### config.mk
export PLATFORM = sky130hd
export DESIGN_NAME = branch_resolve_queue
export DESIGN_NICKNAME = d
export VERILOG_FILES = /design/src/rtl/branch_pkg.sv /design/src/rtl/branch_resolve_queue.sv
export SDC_FILE = /design/constraint.sdc
export NUM_CORES = 1
export LEC_CHECK = 0
export CAP_MARGIN = 20
export CORE_MARGIN = 4
export CORE_UTILIZATION = 56
export DETAILED_ROUTE_END_ITERATION = 7
export HOLD_SLACK_MARGIN = 0.1
export PLACE_DENSITY = 0.79
export SYNTH_ARGS = -nofsm -noshare
export SYNTH_HDL_FRONTEND = slang
export SYNTH_SLANG_ARGS = --single-unit
export TNS_END_PERCENT = 1
### constraint.sdc
create_clock -name clk -period 8.5 [get_ports clk]
set_input_delay 2.125 -clock clk [delete_from_list [all_inputs] [get_ports clk]]
set_output_delay 2.125 -clock clk [all_outputs]
set_load 0.005 [all_outputs]
### src/rtl/branch_pkg.sv
// branch_pkg: entry layout and constants shared by the branch resolve queue.
package branch_pkg;
    localparam int BRQ_PC_W = 32;
    localparam int PC_INC = 4;

    typedef struct packed {
        logic [BRQ_PC_W-1:0] pc;
        logic                pred_taken;
        logic [BRQ_PC_W-1:0] pred_tgt;
    } brq_entry_t;
endpackage

### src/rtl/branch_resolve_queue.sv
// branch_resolve_queue: in-order in-flight branch queue; resolves the oldest
// branch, drives predictor update and raises a redirect on mispredict.
module branch_resolve_queue
    import branch_pkg::*;
#(
    parameter int DEPTH = 4,
    parameter int PC_W  = BRQ_PC_W
) (
    input  logic                     clk,
    input  logic                     reset,
    input  logic                     flush,
    input  logic                     enq_valid,
    output logic                     enq_ready,
    input  logic [PC_W-1:0]          enq_pc,
    input  logic                     enq_pred_taken,
    input  logic [PC_W-1:0]          enq_pred_tgt,
    input  logic                     res_valid,
    input  logic                     res_taken,
    input  logic [PC_W-1:0]          res_tgt,
    output logic                     upd_valid,
    output logic                     upd_taken,
    output logic [PC_W-1:0]          upd_pc,
    output logic                     redirect,
    output logic [PC_W-1:0]          redirect_pc,
    output logic [$clog2(DEPTH):0]   count,
    output logic                     underflow_err
);
    localparam int AW = $clog2(DEPTH);
    localparam int PW = AW + 1;

    brq_entry_t mem [DEPTH];
    brq_entry_t head;
    logic [PW-1:0] rd_ptr, wr_ptr;
    logic empty, full, push, pop, mispredict;

    assign head = mem[rd_ptr[AW-1:0]];
    assign empty = rd_ptr == wr_ptr;
    assign full = rd_ptr[AW-1:0] == wr_ptr[AW-1:0] && rd_ptr[AW] != wr_ptr[AW];
    assign enq_ready = !full;
    assign count = wr_ptr - rd_ptr;
    assign pop = res_valid && !empty && !flush;
    // Directions agree here, so only a taken branch can still miss on target.
    assign mispredict = head.pred_taken != res_taken || (res_taken && head.pred_tgt != res_tgt);
    // A push alongside a mispredicting resolve is younger and gets squashed.
    assign push = enq_valid && enq_ready && !flush && !(pop && mispredict);

    always_ff @(posedge clk) begin
        if (push) mem[wr_ptr[AW-1:0]] <= brq_entry_t'{pc: enq_pc, pred_taken: enq_pred_taken, pred_tgt: enq_pred_tgt};
    end

    always_ff @(posedge clk or posedge reset) begin
        if (reset) begin
            rd_ptr        <= '0;
            wr_ptr        <= '0;
            upd_valid     <= 1'b0;
            upd_taken     <= 1'b0;
            upd_pc        <= '0;
            redirect      <= 1'b0;
            redirect_pc   <= '0;
            underflow_err <= 1'b0;
        end else begin
            upd_valid <= pop;
            redirect  <= pop && mispredict;
            if (pop) begin
                upd_taken   <= res_taken;
                upd_pc      <= head.pc;
                redirect_pc <= res_taken ? res_tgt : head.pc + PC_W'(PC_INC);
            end
            if (flush) begin
                rd_ptr <= wr_ptr;
            end else begin
                if (pop) rd_ptr <= rd_ptr + PW'(1);
                if (pop && mispredict) wr_ptr <= rd_ptr + PW'(1);
                else if (push) wr_ptr <= wr_ptr + PW'(1);
                if (res_valid && empty) underflow_err <= 1'b1;
            end
        end
    end
endmodule
==> impl_metrics.py <==
metrics = {
    "timing": {
        "setup_viol": 0,
        "maxSlewHeadroom_pct": 33.5,
        "finClkSkew_ps": 15.4,
        "final-hold-violation-count": 0,
        "finalCritPeriodShare_pct": 63.0,
        "timing.fmax_mhz": 187,
        "setup_tns_ps": 0,
        "finalCriticalPeriod_ps": 5350,
        "slew_violations": 0,
        "grt_setup_unrepaired": "false",
        "worst_pin_slew_ps": 997,
        "holdWs_ps": 470,
    },
    "synthesis": {
        "synth_area_per_cell_um2": 16.3,
        "yosys.area.top_type": "edfxtp_1",
        "synth_cells": 843,
        "ys_seq_area_share_pct": 70.3,
        "yosysWarningCount": 0,
        "synth_top_flop_cell": "edfxtp_1",
        "syn_area_um2": 13700,
        "synth_top_area_share_pct": 56.9,
        "ys_seq_elements": 334,
        "synth_edf_count": 260,
        "synth_fp_nets": 955,
        "async_flop_share_pct": 22.2,
        "synth_cell_types": 54,
        "synth.area.top_cells": "edfxtp_1 57%, dfrtp_1 13%, mux4_2 7.7%",
    },
    "finish": {
        "drive_gt1_share_pct": 11.8,
        "stdcell_count": 1379,
        "fin_nets": 1141,
        "area_growth_pct": 22.7,
        "antenna_cells": 0,
        "postLayoutCoreUtil_pct": 69.5,
    },
    "clock_tree": {
        "hold_buffers": 0,
        "cts_setup_buffers": 0,
        "cts_resized": 0,
        "cts_sinks": 334,
        "htreeDepth": 2,
        "root_buffer": "clkbuf_16",
        "clkTransAtPathRegs_ps": 50,
        "numCtsBuffers": 35,
        "cts_tree": "yes",
        "clockBufferDepth": 3,
        "clock_latency_ps": 510,
    },
    "power": {
        "ir_drop_uv": 191,
        "seqPwrFrac_pct": 41.1,
        "pwr-share-clk_pct": 25.9,
        "finalPower_uw": 5490,
        "sw_frac_of_total_pct": 30.7,
        "switchingPower_uw": 1690,
        "internal_power_uw": 3800,
        "comb_power_share_pct": 33.0,
        "powerDensity_nw_per_um2": 326,
        "leakagePower_uw": 0.00604,
    },
    "critical_path": {
        "end_kind": "flop",
        "crit_fanout": 48,
        "worstPathRequired_ps": 8640,
        "path_class": "in -> reg",
        "start_kind": "input pin",
        "worstPathArrival_ps": 5490,
    },
    "floorplanning": {
        "die_h_um": 165,
        "rows": 57,
        "die_area_um2": 27100,
        "die_w_um": 165,
        "design.core.area_um2": 24200,
        "io-pin-count": 175,
        "start_util_pct": 56.6,
    },
    "routing": {
        "drt-wirelength-per-cell_um": 23.3,
        "drc": 0,
        "num_vias": 8020,
        "dr.pass1.iters": 7,
        "drtAntennaViolNets": 0,
        "drtIter0Drc": 814,
        "via_per_inst": 5.82,
        "routed_wl_um": 32100,
    },
    "global_route": {
        "grt_pass1_vias": 8171,
        "antenna_found_initial": 0,
        "overflow": 0,
        "grtUsageTotal_pct": 23.9,
        "grt_pass1_wl_um": 47900,
        "grt_max_degree": 93,
    },
    "place": {
        "port_buffers": 174,
        "place_congestion": 0.848,
        "place_hpwl_um": 21700,
        "dpl.cell_count": 1316,
    },
    "run_status": {
        "outcome": "completed",
    },
    "flow_run": {
        "timing.max_cap.violations": 0,
    },
    "min_path": {
        "hold_path_class": "reg -> reg",
    },
}
-- power groups by stage --
stage / Clock, uW / Sequential, uW / Combinational [uW]
floorplan: 0 / 2240 / 1100
global placement: 0 / 2270 / 1790
detailed placement: 0 / 2290 / 1820
CTS: 1450 / 2260 / 1830
global route: 1520 / 2280 / 1960
finish: 1420 / 2260 / 1810
-- synthesized netlist by cell type (2+ instances only) --
cell type and instances:
o22ai_1 2, mux2i_1 33, nand2b_1 2, buf_2 6, and2_1 3, nor3_1 7, mux2_2 2, nor2b_1 2
and3_1 7, clkbuf_1 19, buf_1 3, buf_6 7, nand3_1 20, mux4_2 47, xor2_1 14, or3_1 3
edfxtp_1 260, a21oi_1 13, nor2_1 15, a22oi_1 2, xnor2_1 47, dfrtp_1 74, mux4_1 10, o211ai_1 7
nand2_1 145, inv_1 14, ha_1 8, o21ai_0 29, nand4_1 14, buf_4 2, o21ai_1 3
-- state kept, by name, summed over array words and instances, names as in the netlist --
signal,flops
rd_ptr,3
redirect_pc,32
wr_ptr,3
upd_valid,1
upd_pc,32
mem,260
redirect,1
underflow_err,1
upd_taken,1
-- path summary, 6_finish.rpt --
path | from | to | slack [ps] | depth (start not counted)
worst max register to register | rd_ptr[1] | mem[2][12] | 3260 | 9
worst max-delay path | res_taken | mem[2][12] | 3150 | 9
min in group asynchronous | reset | redirect_pc[28] | 2260 | 3
max in group asynchronous | reset | rd_ptr[0] | 5520 | 3
worst min register to register | redirect_pc[25] | redirect_pc[25] | 470 | 2
worst min-delay path | redirect_pc[25] | redirect_pc[25] | 470 | 2
-- through the flow --
stage                     worst slack (ps)  cell area [um^2]
after floorplan                       1930             13700
after global placement                2670             15800
after detailed placement              2630             15800
after CTS                             3150             16800
after global routing                  2890             16800
final                                 3150             16800
-- cells by family (layout without fill, tap and decap cells) --
group / Yosys count / after routing / synth area share [%]
muxes: 93 / 93 / 12.3
xor gates and xnor gates: 61 / 61 / 3.89
DFF: 334 / 334 / 70.3
buffers and inverters: 53 / 265 / 2.06
and+or+nand+nor: 226 / 226 / 7.37
adders and majority gates: 9 / 9 / 0.875
AOI/OAI and AO/OA: 67 / 67 / 3.15
-- routing by layer --
layer  GRT usage, %  up-vias  share of wire, %  wire length, um
met5              0        -                 0                0
met1           32.8     3978                40            12700
li1               -     3571                 -                -
met2           38.5      390                48            15600
met4           8.77        0               3.7             1180
met3           4.89       81               8.3             2680
-- critical path: stages --
cell and delay (ps):
buf_2 80, buf_4 500, o311ai_0 300, a2111oi_2 380, o2111a_1 240, o2111ai_2 130
o221ai_4 300, and3_2 750, buf_4 620
-- cell type report --
cell class / count / area [um^2]
clock inverters: 18 / 106
repair buffers: 187 / 1830
well taps: 324 / 405
fillers: 1616 / 7410
clock buffers: 45 / 966
inverters: 15 / 57.6
flip-flops and latches: 334 / 9660
multi-input cells: 456 / 3810
-- layout by cell type (no fill, tap or decap), drive strengths merged, types with 20 or more instances in the layout --
master,instances
clkbuf,45
clkdlybuf4s50,173
dfrtp,74
edfxtp,260
mux2i,33
mux4,57
nand2,145
nand3,20
o21ai,32
xnor2,47
(Power assumes the default switching activity.)
